<file path="config.mk">
export PLATFORM = sky130hd
export DESIGN_NAME = pipe_in_check
export DESIGN_NICKNAME = d
export VERILOG_FILES = /design/src/rtl/pipe_check_pkg.sv /design/src/rtl/pipe_in_expect_gen.sv /design/src/rtl/pipe_in_check.sv
export SDC_FILE = /design/constraint.sdc
export NUM_CORES = 1
export LEC_CHECK = 0
export CORE_ASPECT_RATIO = 0.75
export CORE_UTILIZATION = 25
export CTS_CLUSTER_SIZE = 28
export DETAILED_ROUTE_END_ITERATION = 8
export REMOVE_ABC_BUFFERS = 1
export SYNTH_ARGS = -nofsm -noshare
export SYNTH_HDL_FRONTEND = slang
export SYNTH_SLANG_ARGS = --single-unit
</file>
<file path="constraint.sdc">
create_clock -name clk -period 4.25 [get_ports clk]
set_clock_uncertainty 0.05 [all_clocks]
set_input_delay 0.85 -clock clk [delete_from_list [all_inputs] [get_ports clk]]
set_output_delay 0.85 -clock clk [all_outputs]
set_load 0.01 [all_outputs]
</file>
<file path="src/rtl/pipe_check_pkg.sv">
`default_nettype none
// ============================================================================
// Module   : pipe_check_pkg
// Purpose  : Shared encodings for the Pipe In checker and Pipe Out source:
//            pattern modes, checker status values, LFSR polynomial helper.
// Revision : 1.0  initial release
// ============================================================================
package pipe_check_pkg;

    // Expected-data modes; encodings 4-7 fall back to FIXED behaviour
    localparam logic [2:0] PAT_FIXED = 3'd0;
    localparam logic [2:0] PAT_COUNT = 3'd1;
    localparam logic [2:0] PAT_LFSR  = 3'd2;
    localparam logic [2:0] PAT_WALK1 = 3'd3;

    // Checker status as seen on the status port
    typedef enum logic [1:0] {
        ST_IDLE = 2'd0,
        ST_RUN  = 2'd1,
        ST_FAIL = 2'd2
    } status_e;

    // x^32 + x^22 + x^2 + x + 1, left-shifting Galois form (x^32 implied)
    localparam logic [31:0] LFSR_TAPS = 32'h0040_0007;

    // One Galois step: shift left, fold the outgoing MSB back into the taps
    function automatic logic [31:0] lfsr_next(input logic [31:0] s);
        lfsr_next = {s[30:0], 1'b0} ^ (s[31] ? LFSR_TAPS : 32'h0000_0000);
    endfunction

endpackage
`default_nettype wire

</file>
<file path="src/rtl/pipe_in_expect_gen.sv">
`default_nettype none
// ============================================================================
// Module   : pipe_in_expect_gen
// Purpose  : Regenerates the expected Pipe In word stream. Presents the word
//            for the current position; advances once per accepted word.
// Revision : 1.0  initial release
// ============================================================================
module pipe_in_expect_gen
    import pipe_check_pkg::*;
#(
    parameter logic [31:0] LFSR_SEED = 32'h0D0C_0B0A
) (
    input  logic        clk,
    input  logic        reset_n,
    input  logic        restart,
    input  logic        advance,
    input  logic [2:0]  mode,
    input  logic [31:0] fixed,
    output logic [31:0] exp_word_o
);

    // Each sequence keeps its own state so reset values are mode independent
    logic [31:0] count_q, count_d;
    logic [31:0] lfsr_q,  lfsr_d;
    logic [31:0] walk_q,  walk_d;

    // Next sequence state: restart wins over advance
    always_comb begin
        count_d = count_q;
        lfsr_d  = lfsr_q;
        walk_d  = walk_q;
        if (restart) begin
            count_d = 32'd1;
            lfsr_d  = LFSR_SEED;
            walk_d  = 32'd1;
        end else if (advance) begin
            count_d = count_q + 32'd1;
            lfsr_d  = lfsr_next(lfsr_q);
            walk_d  = {walk_q[30:0], walk_q[31]};
        end
    end

    // Sequence registers, start values on reset
    always_ff @(posedge clk or negedge reset_n) begin
        if (!reset_n) begin
            count_q <= 32'd1;
            lfsr_q  <= LFSR_SEED;
            walk_q  <= 32'd1;
        end else begin
            count_q <= count_d;
            lfsr_q  <= lfsr_d;
            walk_q  <= walk_d;
        end
    end

    // Select the word the selected mode expects at the current position
    always_comb begin
        exp_word_o = fixed;
        case (mode)
            PAT_FIXED: exp_word_o = fixed;
            PAT_COUNT: exp_word_o = count_q;
            PAT_LFSR:  exp_word_o = lfsr_q;
            PAT_WALK1: exp_word_o = walk_q;
            default:   exp_word_o = fixed;
        endcase
    end

endmodule
`default_nettype wire

</file>
<file path="src/rtl/pipe_in_check.sv">
`default_nettype none
// ============================================================================
// Module   : pipe_in_check
// Purpose  : Pipe In sink: compares each host word against a regenerated
//            pattern, counts words/errors, captures the first mismatch and
//            models a throttled virtual FIFO that drives pipe_in_ready.
// Revision : 1.0  initial release
// ============================================================================
module pipe_in_check
    import pipe_check_pkg::*;
#(
    parameter int unsigned LEVEL_MAX   = 65535,
    parameter int unsigned READY_SPACE = 1024,
    parameter logic [31:0] LFSR_SEED   = 32'h0D0C_0B0A
) (
    input  logic        clk,
    input  logic        reset_n,
    input  logic        clear,
    input  logic        pipe_in_write,
    input  logic [31:0] pipe_in_data,
    output logic        pipe_in_ready,
    input  logic        throttle_set,
    input  logic [31:0] throttle_val,
    input  logic [31:0] fixed_pattern,
    input  logic [2:0]  pattern,
    output logic [31:0] word_count,
    output logic [31:0] error_count,
    output logic [31:0] first_err_idx,
    output logic [31:0] first_err_exp,
    output logic [31:0] first_err_rcv,
    output logic [1:0]  status,
    output logic        overflow
);

    localparam logic [15:0] C_LEVEL_MAX   = 16'(LEVEL_MAX);
    localparam logic [15:0] C_READY_SPACE = 16'(READY_SPACE);

    logic [31:0] w_exp;
    logic        w_accept;
    logic        w_mismatch;
    logic [31:0] w_ring;

    // Compare stage: word and its expected value, checked one cycle later
    logic        stg_vld_q, stg_vld_d;
    logic [31:0] stg_rcv_q, stg_rcv_d;
    logic [31:0] stg_exp_q, stg_exp_d;

    logic [31:0] word_cnt_q, word_cnt_d;
    logic [31:0] err_cnt_q,  err_cnt_d;
    logic [31:0] fidx_q, fidx_d;
    logic [31:0] fexp_q, fexp_d;
    logic [31:0] frcv_q, frcv_d;
    status_e     status_q, status_d;

    logic [15:0] level_q, level_d;
    logic        ovf_q, ovf_d;
    logic        ready_q, ready_d;
    logic [31:0] ring_q, ring_d;
    logic        ring_vld_q;

    // A word arriving together with clear is discarded entirely
    assign w_accept   = pipe_in_write && !clear;
    assign w_mismatch = stg_vld_q && (stg_rcv_q != stg_exp_q);
    // Until the ring is first loaded after reset it mirrors throttle_val
    assign w_ring     = ring_vld_q ? ring_q : throttle_val;

    pipe_in_expect_gen #(
        .LFSR_SEED (LFSR_SEED)
    ) u_expect_gen (
        .clk        (clk),
        .reset_n    (reset_n),
        .restart    (clear),
        .advance    (w_accept),
        .mode       (pattern),
        .fixed      (fixed_pattern),
        .exp_word_o (w_exp)
    );

    // Status FSM: IDLE until first good word, FAIL sticky until clear
    always_comb begin
        status_d = status_q;
        if (clear) begin
            status_d = ST_IDLE;
        end else if (stg_vld_q) begin
            if (w_mismatch) begin
                status_d = ST_FAIL;
            end else if (status_q == ST_IDLE) begin
                status_d = ST_RUN;
            end
        end
    end

    // Compare pipeline, counters and first-error capture
    always_comb begin
        stg_vld_d  = w_accept;
        stg_rcv_d  = pipe_in_data;
        stg_exp_d  = w_exp;
        word_cnt_d = word_cnt_q;
        err_cnt_d  = err_cnt_q;
        fidx_d     = fidx_q;
        fexp_d     = fexp_q;
        frcv_d     = frcv_q;
        if (clear) begin
            word_cnt_d = 32'd0;
            err_cnt_d  = 32'd0;
            fidx_d     = 32'd0;
            fexp_d     = 32'd0;
            frcv_d     = 32'd0;
        end else if (stg_vld_q) begin
            // Pre-increment count is the zero-based index of the staged word
            word_cnt_d = word_cnt_q + 32'd1;
            if (w_mismatch) begin
                if (err_cnt_q != 32'hFFFF_FFFF) begin
                    err_cnt_d = err_cnt_q + 32'd1;
                end
                if (status_q != ST_FAIL) begin
                    fidx_d = word_cnt_q;
                    fexp_d = stg_exp_q;
                    frcv_d = stg_rcv_q;
                end
            end
        end
    end

    // Virtual FIFO: writes fill, ring bit 0 drains, simultaneous cancel
    always_comb begin
        level_d = level_q;
        ovf_d   = ovf_q;
        ready_d = (C_LEVEL_MAX - level_q) >= C_READY_SPACE;
        ring_d  = throttle_set ? throttle_val : {w_ring[0], w_ring[31:1]};
        if (clear) begin
            level_d = 16'd0;
            ovf_d   = 1'b0;
            ready_d = 1'b0;
            ring_d  = throttle_val;
        end else begin
            case ({pipe_in_write, w_ring[0]})
                2'b10: begin
                    if (level_q == C_LEVEL_MAX) begin
                        ovf_d = 1'b1;
                    end else begin
                        level_d = level_q + 16'd1;
                    end
                end
                2'b01: begin
                    if (level_q != 16'd0) begin
                        level_d = level_q - 16'd1;
                    end
                end
                default: level_d = level_q;
            endcase
        end
    end

    // All state registers
    always_ff @(posedge clk or negedge reset_n) begin
        if (!reset_n) begin
            stg_vld_q  <= 1'b0;
            stg_rcv_q  <= 32'd0;
            stg_exp_q  <= 32'd0;
            word_cnt_q <= 32'd0;
            err_cnt_q  <= 32'd0;
            fidx_q     <= 32'd0;
            fexp_q     <= 32'd0;
            frcv_q     <= 32'd0;
            status_q   <= ST_IDLE;
            level_q    <= 16'd0;
            ovf_q      <= 1'b0;
            ready_q    <= 1'b0;
            ring_q     <= 32'd0;
            ring_vld_q <= 1'b0;
        end else begin
            stg_vld_q  <= stg_vld_d;
            stg_rcv_q  <= stg_rcv_d;
            stg_exp_q  <= stg_exp_d;
            word_cnt_q <= word_cnt_d;
            err_cnt_q  <= err_cnt_d;
            fidx_q     <= fidx_d;
            fexp_q     <= fexp_d;
            frcv_q     <= frcv_d;
            status_q   <= status_d;
            level_q    <= level_d;
            ovf_q      <= ovf_d;
            ready_q    <= ready_d;
            ring_q     <= ring_d;
            ring_vld_q <= 1'b1;
        end
    end

    assign pipe_in_ready = ready_q;
    assign word_count    = word_cnt_q;
    assign error_count   = err_cnt_q;
    assign first_err_idx = fidx_q;
    assign first_err_exp = fexp_q;
    assign first_err_rcv = frcv_q;
    assign status        = status_q;
    assign overflow      = ovf_q;

endmodule
`default_nettype wire

</file>
; Word-level counts from Yosys, hierarchy flattened
; Cells that the tools add are included.
[word_totals]
register_bits = 374
output_inout_bits = 164
[op_classes]
addsub = 6
n_lt_le_gt_ge = 1
eq_ne = 11
mux = 41
bitwise = 1
n_reduce_logical = 19
[ops]
columns = cell, n
row1 = 2-to-1 mux 32 bit, 27
row2 = "adder 32 x 1 -> 32 bit, second input constant", 3
row3 = one-hot mux 32 bit (3 select lines), 1
row4 = 2-to-1 mux 16 bit, 3
row5 = inequality test 32 bit, 1
row6 = "inequality test 32 bit, second input constant", 1
row7 = one-hot mux 16 bit (2 select lines), 1
row8 = XOR 32 bit, 1
row9 = 2-to-1 mux 23 bit, 1
row10 = "adder 16 x 1 -> 16 bit, second input constant", 1
row11 = "equality test 16 bit, second input constant", 1
row12 = ">= comparator 16 x 11 -> 1 bit, second input constant", 1
row13 = nonzero test 16 bit, 1
row14 = "subtractor 16 x 1 -> 16 bit, second input constant", 1
row15 = "subtractor 16 bit, first input constant", 1
row16 = nonzero test 2 bit, 7
row17 = AND reduction 3 bit, 3
row18 = 2-to-1 mux 2 bit, 4
row19 = "equality test 3 x 2 -> 1 bit, second input constant", 2
row20 = "inequality test 3 bit, second input constant", 2
row21 = nonzero test 3 bit, 2
row22 = 2-to-1 mux 1 bit, 4
row23 = AND reduction 2 bit, 2
row24 = "equality test 3 x 1 -> 1 bit, second input constant", 1
row25 = 6 further kinds, 7

; Depth between registers and ports, before layout
; Gate-level depths: netlist of run 1.
[logic_depth]
word_depth = 5
ltp_mapped = 13
depth_no_buf = 10

; Cells and area by module
; From an unflattened synthesis of run 1, not the netlist that was laid out.
[unflattened]
hier_cells = 1709
hier_area_um2 = 17803.3
[by_module_without_submodules]
columns = mod, instances, cells_per_inst, area_each_um2, seq_area_each_um2
row1 = pipe_in_check, 1, 1124, 12258.0, 6956.7
row2 = pipe_in_expect_gen, 1, 585, 5545.3, 2417.3

; Least setup slack after synthesis of run 1
; Ideal clock, no wire load.
[synth_path]
path_type = input port to flip-flop
start = input port throttle_val[0]
end = register level_q[14]
arrival_ps = 3422
required_ps = 4079
slack_ps = 657
cell_stages = 12
cell_sequence = mux2i_1 > or2_1 > clkbuf_1 > clkbuf_1 > xnor2_1 > ha_1 > or3_1 > or4_1 > a221o_1 > a21oi_1 > xnor2_1 > a22o_1
[synth_via]
elab_chain_len = 4
elab_cells_between_ends = 9
classes_between = eq/ne: 4 / mux: 3 / reduce/logical: 2
[synth_rtl]
columns = item, line
row1 = from (decl), pipe_in_check.sv:23  ; input logic [31:0] throttle_val,
row2 = 2-to-1 mux 32 bit (*), pipe_in_check.sv:65  ; assign w_ring = ring_vld_q ? ring_q : throttle_val;
row3 = equality test 2 x 1 -> 1 bit / equality test 2 bit (equally long branches), pipe_in_check.sv:137  ; case ({pipe_in_write, w_ring[0]})
row4 = inequality test 3 bit (no line) (tied with other cells), -
row5 = AND reduction 3 bit (no line) / 2-to-1 mux 16 bit (equally long branches), -
row6 = to (signal assigned), pipe_in_check.sv:182  ; level_q <= level_d;
row7 = to (decl), pipe_in_check.sv:55  ; logic [15:0] level_q, level_d;
; Mark *: on every way between the ends. The rest lies on a longest branch, timed or not.
; A chain may end at the register's enable or synchronous reset.

; Worst setup path after layout of run 1
; Ends and elaborated chain as after synthesis.

==> results.sh, run 1 <==
export IMPL_yosys_area_share_simple_pct=17.06
export IMPL_rows=83
export IMPL_cts_resized=0
export IMPL_clock_fmax_ghz=0.3147
export IMPL_grtUsageTotal_pct=14.00
export IMPL_portBuffers=267
export IMPL_drc=0
export IMPL_initial_core_util_pct=25.40
export IMPL_maxCapViolCount=0
export IMPL_crit_required_ns=4.66
export IMPL_area_growth_pct=29.26
export IMPL_vias_per_cell=4.627
export IMPL_yosysUniqueCellTypes=59
export IMPL_synth_seq_area_share_pct=53.59
export IMPL_synth_compound_area_share_pct=7.926
export IMPL_cp_end_kind="flip-flop"
export IMPL_h_tree_depth=2
export IMPL_syn_instance_count=1648
export IMPL_grt_pass1_wl_mm=78.16
export IMPL_synth_avg_cell_area_sq_um=10.61
export IMPL_cp_data_arrival_time_ns=3.58
export IMPL_timing_final_crit_share_pct=74.78
export IMPL_diodes=0
export IMPL_synth_ff_type="dfrtp_1"
export IMPL_rsz0062_at_grt="false"
export IMPL_die_h_um=231.1
export IMPL_synthArstFlopShare_pct=100.0
export IMPL_dr_pass1_iters=5
export IMPL_clockBufferDepth=3
export IMPL_fin_nets=1987
export IMPL_dr_total_vias=13165
export IMPL_p_per_area_nw_per_um2=390.3
export IMPL_antenna_violating_nets_post_route=0
export IMPL_wl_mm=50.31
export IMPL_cts_tree="done"
export IMPL_yosys_area_share_adder_pct=0.4292
export IMPL_die_area_sq_um=71040
export IMPL_post_route_min_period_ns=3.178
export IMPL_wl_per_cell_um=17.68
export IMPL_clockRootBuffer="clkbuf_16"
export IMPL_netlist_area_sq_um=17490
export IMPL_cts_buffers=42
export IMPL_critPathLaunchType="input port"
export IMPL_relSlewSlack_pct=27.78
export IMPL_dp_hpwl_mm=34.97
export IMPL_hp_class="in2async"
export IMPL_post_cts_setup_buffer_count=0
export IMPL_crit_path_max_fanout=5
export IMPL_outcome="completed"
export IMPL_place_ws_ns=0.5092
export IMPL_synth_ff_latch_count=374
export IMPL_io_pin_count=268
export IMPL_setup_violations=0
export IMPL_setup_tns_final_ns=0
export IMPL_worst_setup_path_type="in2reg"
export IMPL_power_leakage_uw=0.009508
export IMPL_cts_hold_buf=0
export IMPL_drt_first_iter_violations=727
export IMPL_synth_top_family_by_area="simple AND/OR/NAND/NOR gates"
export IMPL_drive_above_1_share_pct=9.058
export IMPL_clkTransAtPathRegs_ns=0.06
export IMPL_grt_max_degree=149
export IMPL_layout_setup_ws_ns=1.072
export IMPL_grt_antenna_before_repair=6
export IMPL_synth_area_mux_share_pct=13.44
export IMPL_synth_xor_area_share_pct=4.807
export IMPL_synth_edf_count=0
export IMPL_place_gp_congestion=0.8178
export IMPL_die_x_um=307.4
export IMPL_worst_pin_slew_ns=1.083
export IMPL_vdd_ir_drop_max_mv=0.2255
export IMPL_final_hold_viol_count=0
export IMPL_ys_warn_count=0
export IMPL_utilization_pct=32.84
export IMPL_cts_sinks=374
export IMPL_core_area_sq_um=68850
export IMPL_slew_viol_final=0
export IMPL_grt_overflow=0
export IMPL_clock_latency_ns=0.58
export IMPL_grt_pass1_vias=13090
[report_power, final]
| group | switching [uW] | internal (uW) |
|---|---|---|
| logic | 608 | 555 |
| registers | 213 | 3750 |
| clock network | 1550 | 2140 |
| total | 2370 | 6450 |
[layer usage]
metal / up-vias / routed length (um) / global-route usage, %
met5: - / 74 / 0
met4: 10 / 1307 / 4.275
met3: 73 / 3248 / 3.475
met2: 344 / 22660 / 22.03
met1: 6491 / 23020 / 18.88
li1: 6247 / - / -
[path summary, 6_finish.rpt]
kind / slack, ns / to / cells after the start / startpoint
setup / recovery: 1.07 / level_q[14] / 11 / throttle_val[0]
hold / removal: 0.26 / first_err_idx[19] / 1 / reset_n
setup reg to reg: 1.19 / level_q[11] / 7 / level_q[8]
hold reg to reg: 0.47 / first_err_rcv[21] / 2 / first_err_rcv[21]
max in group asynchronous: 2.79 / first_err_rcv[3] / 2 / reset_n
min in group clk: 0.47 / first_err_rcv[21] / 2 / first_err_rcv[21]
[final cells by class]
type	instances	area, sq um
inverter	11	41.29
fill	6991	46240
multi-input combinational	1152	7657
sequential	374	9374
clock inverter	14	170.2
tap	935	1170
clock buffer	63	1230
timing repair buffer	296	2968
[worst max-delay path, cell delays in order]
cell,delay [ns]
clkdlybuf4s50_1,0.49
mux2i_1,0.10
or2_1,0.24
xnor2_1,0.13
ha_1,0.23
or3_1,0.33
or4_1,0.41
a221o_1,0.33
a21oi_1,0.18
xnor2_1,0.09
a22o_1,0.19
[registers in the layout (all words and copies together) (netlist names)]
| name | count |
|---|---|
| error_count | 32 |
| first_err_exp | 32 |
| first_err_idx | 32 |
| first_err_rcv | 32 |
| ring_q | 32 |
| stg_exp_q | 32 |
| stg_rcv_q | 32 |
| u_expect_gen.count_q | 32 |
| u_expect_gen.lfsr_q | 32 |
| u_expect_gen.walk_q | 32 |
| word_count | 32 |
| level_q | 16 |
| status | 2 |
| overflow | 1 |
| pipe_in_ready | 1 |
| ring_vld_q | 1 |
| stg_vld_q | 1 |
[Yosys cell counts (2+ instances only)]
library cell	count	area share [%]
or4_4	2	0.13
xor2_1	38	1.9
a21oi_1	57	1.6
nor4_1	21	0.75
nand4_1	43	1.5
or4_1	16	0.69
buf_1	14	0.30
xnor2_1	58	2.9
or3_1	18	0.64
nand2_1	70	1.5
and3_1	16	0.57
nor4b_1	6	0.30
ha_1	6	0.43
inv_1	10	0.21
a211oi_1	2	0.086
nand2b_1	2	0.072
o31a_1	2	0.10
nor3_1	21	0.60
a221o_1	9	0.52
nand3_1	30	0.86
buf_2	6	0.17
and4_1	16	0.80
nor3b_1	5	0.21
and2_1	8	0.29
o21ba_2	2	0.11
o21ai_0	77	2.2
dfrtp_1	362	52
mux2i_1	182	10
mux2_2	47	3.0
a22o_1	2	0.10
o31ai_1	8	0.34
a31oi_1	4	0.14
clkbuf_1	89	1.9
a211o_1	14	0.70
o22ai_1	2	0.072
or2_2	5	0.18
nor2b_1	68	2.4
a22oi_1	32	1.4
nor2_1	247	5.3
dfstp_2	12	1.8
[placed cells by master (no fill, tap or decap), types with 21 or more instances in the layout]
master	synthesis	layout
nand3_1	30	30
clkdlybuf4s50_1	0	263
a22oi_1	32	32
o21ai_0	77	77
dfrtp_1	362	362
nor2b_1	68	66
buf_4	1	24
clkbuf_16	0	42
nand4_1	43	43
xor2_1	38	38
nor4_1	21	21
mux2i_1	182	182
nor2_1	247	247
a21oi_1	57	56
nand2_1	70	70
mux2_2	47	47
xnor2_1	58	58
nor3_1	21	21
[stage by stage]
stage	power (uW)	cells	hold WS, ns	instance area, sq um
2_1_floorplan	4637	1537	0.4264	17060
3_3_place_gp	5171	2768	0.4456	21210
3_5_place_dp	5199	2768	0.4614	21210
4_1_cts	8974	2845	0.2813	22610
5_1_grt	9230	2845	0.3144	22610
6_report	8825	2845	0.2591	22610
[cells by family (layout without fill, tap and decap cells)]
kind of cell               count (synthesis)  count (layout)
other                                      1               1
buffers and inverters                    122             384
and+or+nand+nor                          598             598
adders and majority gates                  6               6
xor gates and xnor gates                  96              96
DFF                                      374             374
AOI/OAI and AO/OA                        222             222
muxes                                    229             229
Note: power is estimated with default switching activity, not from simulation.
==> run 2: changes to the inputs <==
==> constraint.sdc (replaced) <==
create_clock -name clk -period 3.08 [get_ports clk]
set_clock_uncertainty 0.05 [all_clocks]
set_input_delay 0.616 -clock clk [delete_from_list [all_inputs] [get_ports clk]]
set_output_delay 0.616 -clock clk [all_outputs]
set_load 0.01 [all_outputs]
==> run 2 against run 1 <==
Compared with the run above:
- clock-buffer cell count decreased by 7
- cell count increased by 0.63%
- combinational power increased by 41%
- utilization increased by 0.29 points
- critical path type unchanged
- critical endpoint unchanged
- power increased by 41%
- cell area increased by 0.88%
==> results.sh, run 2 (synthesized netlist as in run 1, its figures left out) <==
export IMPL_grt_pass1_wl_mm=78.67
export IMPL_cts_sinks=374
export IMPL_drt_first_iter_violations=872
export IMPL_place_ws_ns=-0.3798
export IMPL_dr_pass1_iters=5
export IMPL_worst_setup_path_type="in2reg"
export IMPL_crit_required_ns=3.49
export IMPL_dr_total_vias=13432
export IMPL_grt_max_degree=184
export IMPL_area_growth_pct=30.40
export IMPL_vdd_ir_drop_max_mv=0.3690
export IMPL_crit_buf_inv=1
export IMPL_place_gp_congestion=0.8271
export IMPL_post_cts_setup_buffer_count=0
export IMPL_clkTransAtPathRegs_ns=0.06
export IMPL_timing_final_crit_share_pct=94.27
export IMPL_crit_family="simple AND/OR/NAND/NOR gates"
export IMPL_grt_overflow=0
export IMPL_clockRootBuffer="clkbuf_16"
export IMPL_nFillCells=6847
export IMPL_layout_setup_ws_ns=0.1764
export IMPL_slew_viol_final=0
export IMPL_core_area_sq_um=68850
export IMPL_drc=0
export IMPL_wl_mm=50.64
export IMPL_io_pin_count=268
export IMPL_outcome="completed"
export IMPL_die_x_um=307.4
export IMPL_maxCapViolCount=0
export IMPL_antenna_violating_nets_post_route=0
export IMPL_h_tree_depth=2
export IMPL_drive_above_1_share_pct=9.917
export IMPL_critPathSlowestCell="clkdlybuf4s50_1"
export IMPL_crit_top_cell="xnor2_1"
export IMPL_initial_core_util_pct=25.40
export IMPL_final_hold_viol_count=0
export IMPL_p_per_area_nw_per_um2=546.5
export IMPL_power_leakage_uw=0.009622
export IMPL_rsz0062_at_grt="false"
export IMPL_cts_tree="done"
export IMPL_grtUsageTotal_pct=14.03
export IMPL_portBuffers=267
export IMPL_die_h_um=231.1
export IMPL_crit_chain="clkdlybuf4s50_1 -> mux2i_1 -> or2_1 -> xnor2_1 -> ha_1 -> or3_1 -> or4_1 -> a221o_1 -> a21oi_1 -> xnor2_1 -> a22o_1"
export IMPL_setup_tns_final_ns=0
export IMPL_clock_latency_ns=0.59
export IMPL_die_area_sq_um=71040
export IMPL_power_total_uw=12460
export IMPL_grt_pass1_vias=13030
export IMPL_critPathLaunchType="input port"
export IMPL_max_stage_delay_ns=0.49
export IMPL_layout_common_cells="362 x dfrtp_1, 263 x clkdlybuf4s50_1, 247 x nor2_1"
export IMPL_setup_violations=0
export IMPL_fin_nets=2002
export IMPL_final_common_cell="dfrtp_1"
export IMPL_clock_fmax_ghz=0.3444
export IMPL_post_route_min_period_ns=2.904
export IMPL_dp_hpwl_mm=35.73
export IMPL_worst_pin_slew_ns=0.9314
export IMPL_rows=83
export IMPL_hp_class="in2reg"
export IMPL_vias_per_cell=4.692
export IMPL_cp_end_kind="flip-flop"
export IMPL_cp_data_arrival_time_ns=3.32
export IMPL_relSlewSlack_pct=37.91
export IMPL_grt_antenna_before_repair=6
export IMPL_wl_per_cell_um=17.69
export IMPL_crit_path_max_fanout=2
export IMPL_clockBufferDepth=3
export IMPL_cts_buffers=43
-- run 2: cell count changes in the layout (fill, tap and decap cells not counted), sizes merged, moves of 2 or more --
cell | previous run | this run
buf | 33 | 46
diode | 0 | 2
clkbuf | 63 | 56
clkinv | 9 | 17
bufinv | 2 | 5
-- run 2: layer usage --
| layer | global-route usage, % | share of wire [%] | wire length (um) | vias to the layer above |
|---|---|---|---|---|
| li1 | - | - | - | 6273 |
| met1 | 19.34 | 46 | 23260 | 6684 |
| met2 | 21.93 | 45 | 23030 | 396 |
| met3 | 3.557 | 6.6 | 3326 | 71 |
| met4 | 3.374 | 1.9 | 967 | 8 |
| met5 | 0 | 0.10 | 52 | - |
-- run 2: power by group --
part	internal, uW	switching, uW	total, uW
logic	781	854	1630
registers	5180	292	5470
clock network	3140	2220	5360
total	9100	3360	12500
-- run 2: through the flow --
stage / hold slack [ns] / std cells / util (%) / instance area [sq um]
final: 0.3521 / 2863 / 33.13 / 22810
after global placement: 0.4496 / 2781 / 30.97 / 21320
after floorplan: 0.2704 / 1537 / - / 17060
after global routing: 0.3650 / 2861 / 33.12 / 22800
after CTS: 0.3145 / 2861 / 33.12 / 22800
after detailed placement: 0.4571 / 2781 / 30.97 / 21320
-- run 2: worst paths after layout --
check	startpoint	to	slack (ns)	cells after the start
worst max register to register	ring_vld_q	level_q[14]	0.28	10
worst min-delay path	clear	pipe_in_ready	0.35	2
max in group asynchronous	reset_n	u_expect_gen.count_q[0]	1.57	3
worst min register to register	u_expect_gen.lfsr_q[23]	u_expect_gen.lfsr_q[24]	0.47	1
min in group asynchronous	reset_n	first_err_idx[17]	0.53	2
worst max-delay path	throttle_val[0]	level_q[14]	0.18	11
-- run 2: layout make-up --
class                           count  area (sq um)  share of cell area (%)
Sequential cell                   374          9374                   41.10
Multi-Input combinational cell   1152          7657                   33.57
Timing Repair Buffer              310          3088                   13.54
Clock buffer                       56          1175                   5.151
Tap cell                          935          1170                   5.129
Clock inverter                     23         299.0                   1.311
Inverter                           11         41.29                  0.1810
Antenna cell                        2         5.005                 0.02194
-- run 2: repair_timing --
item	4_1_cts	5_1_grt
hold endpoints to repair	53	0
resized for setup	0	0
hold buffers	1	0
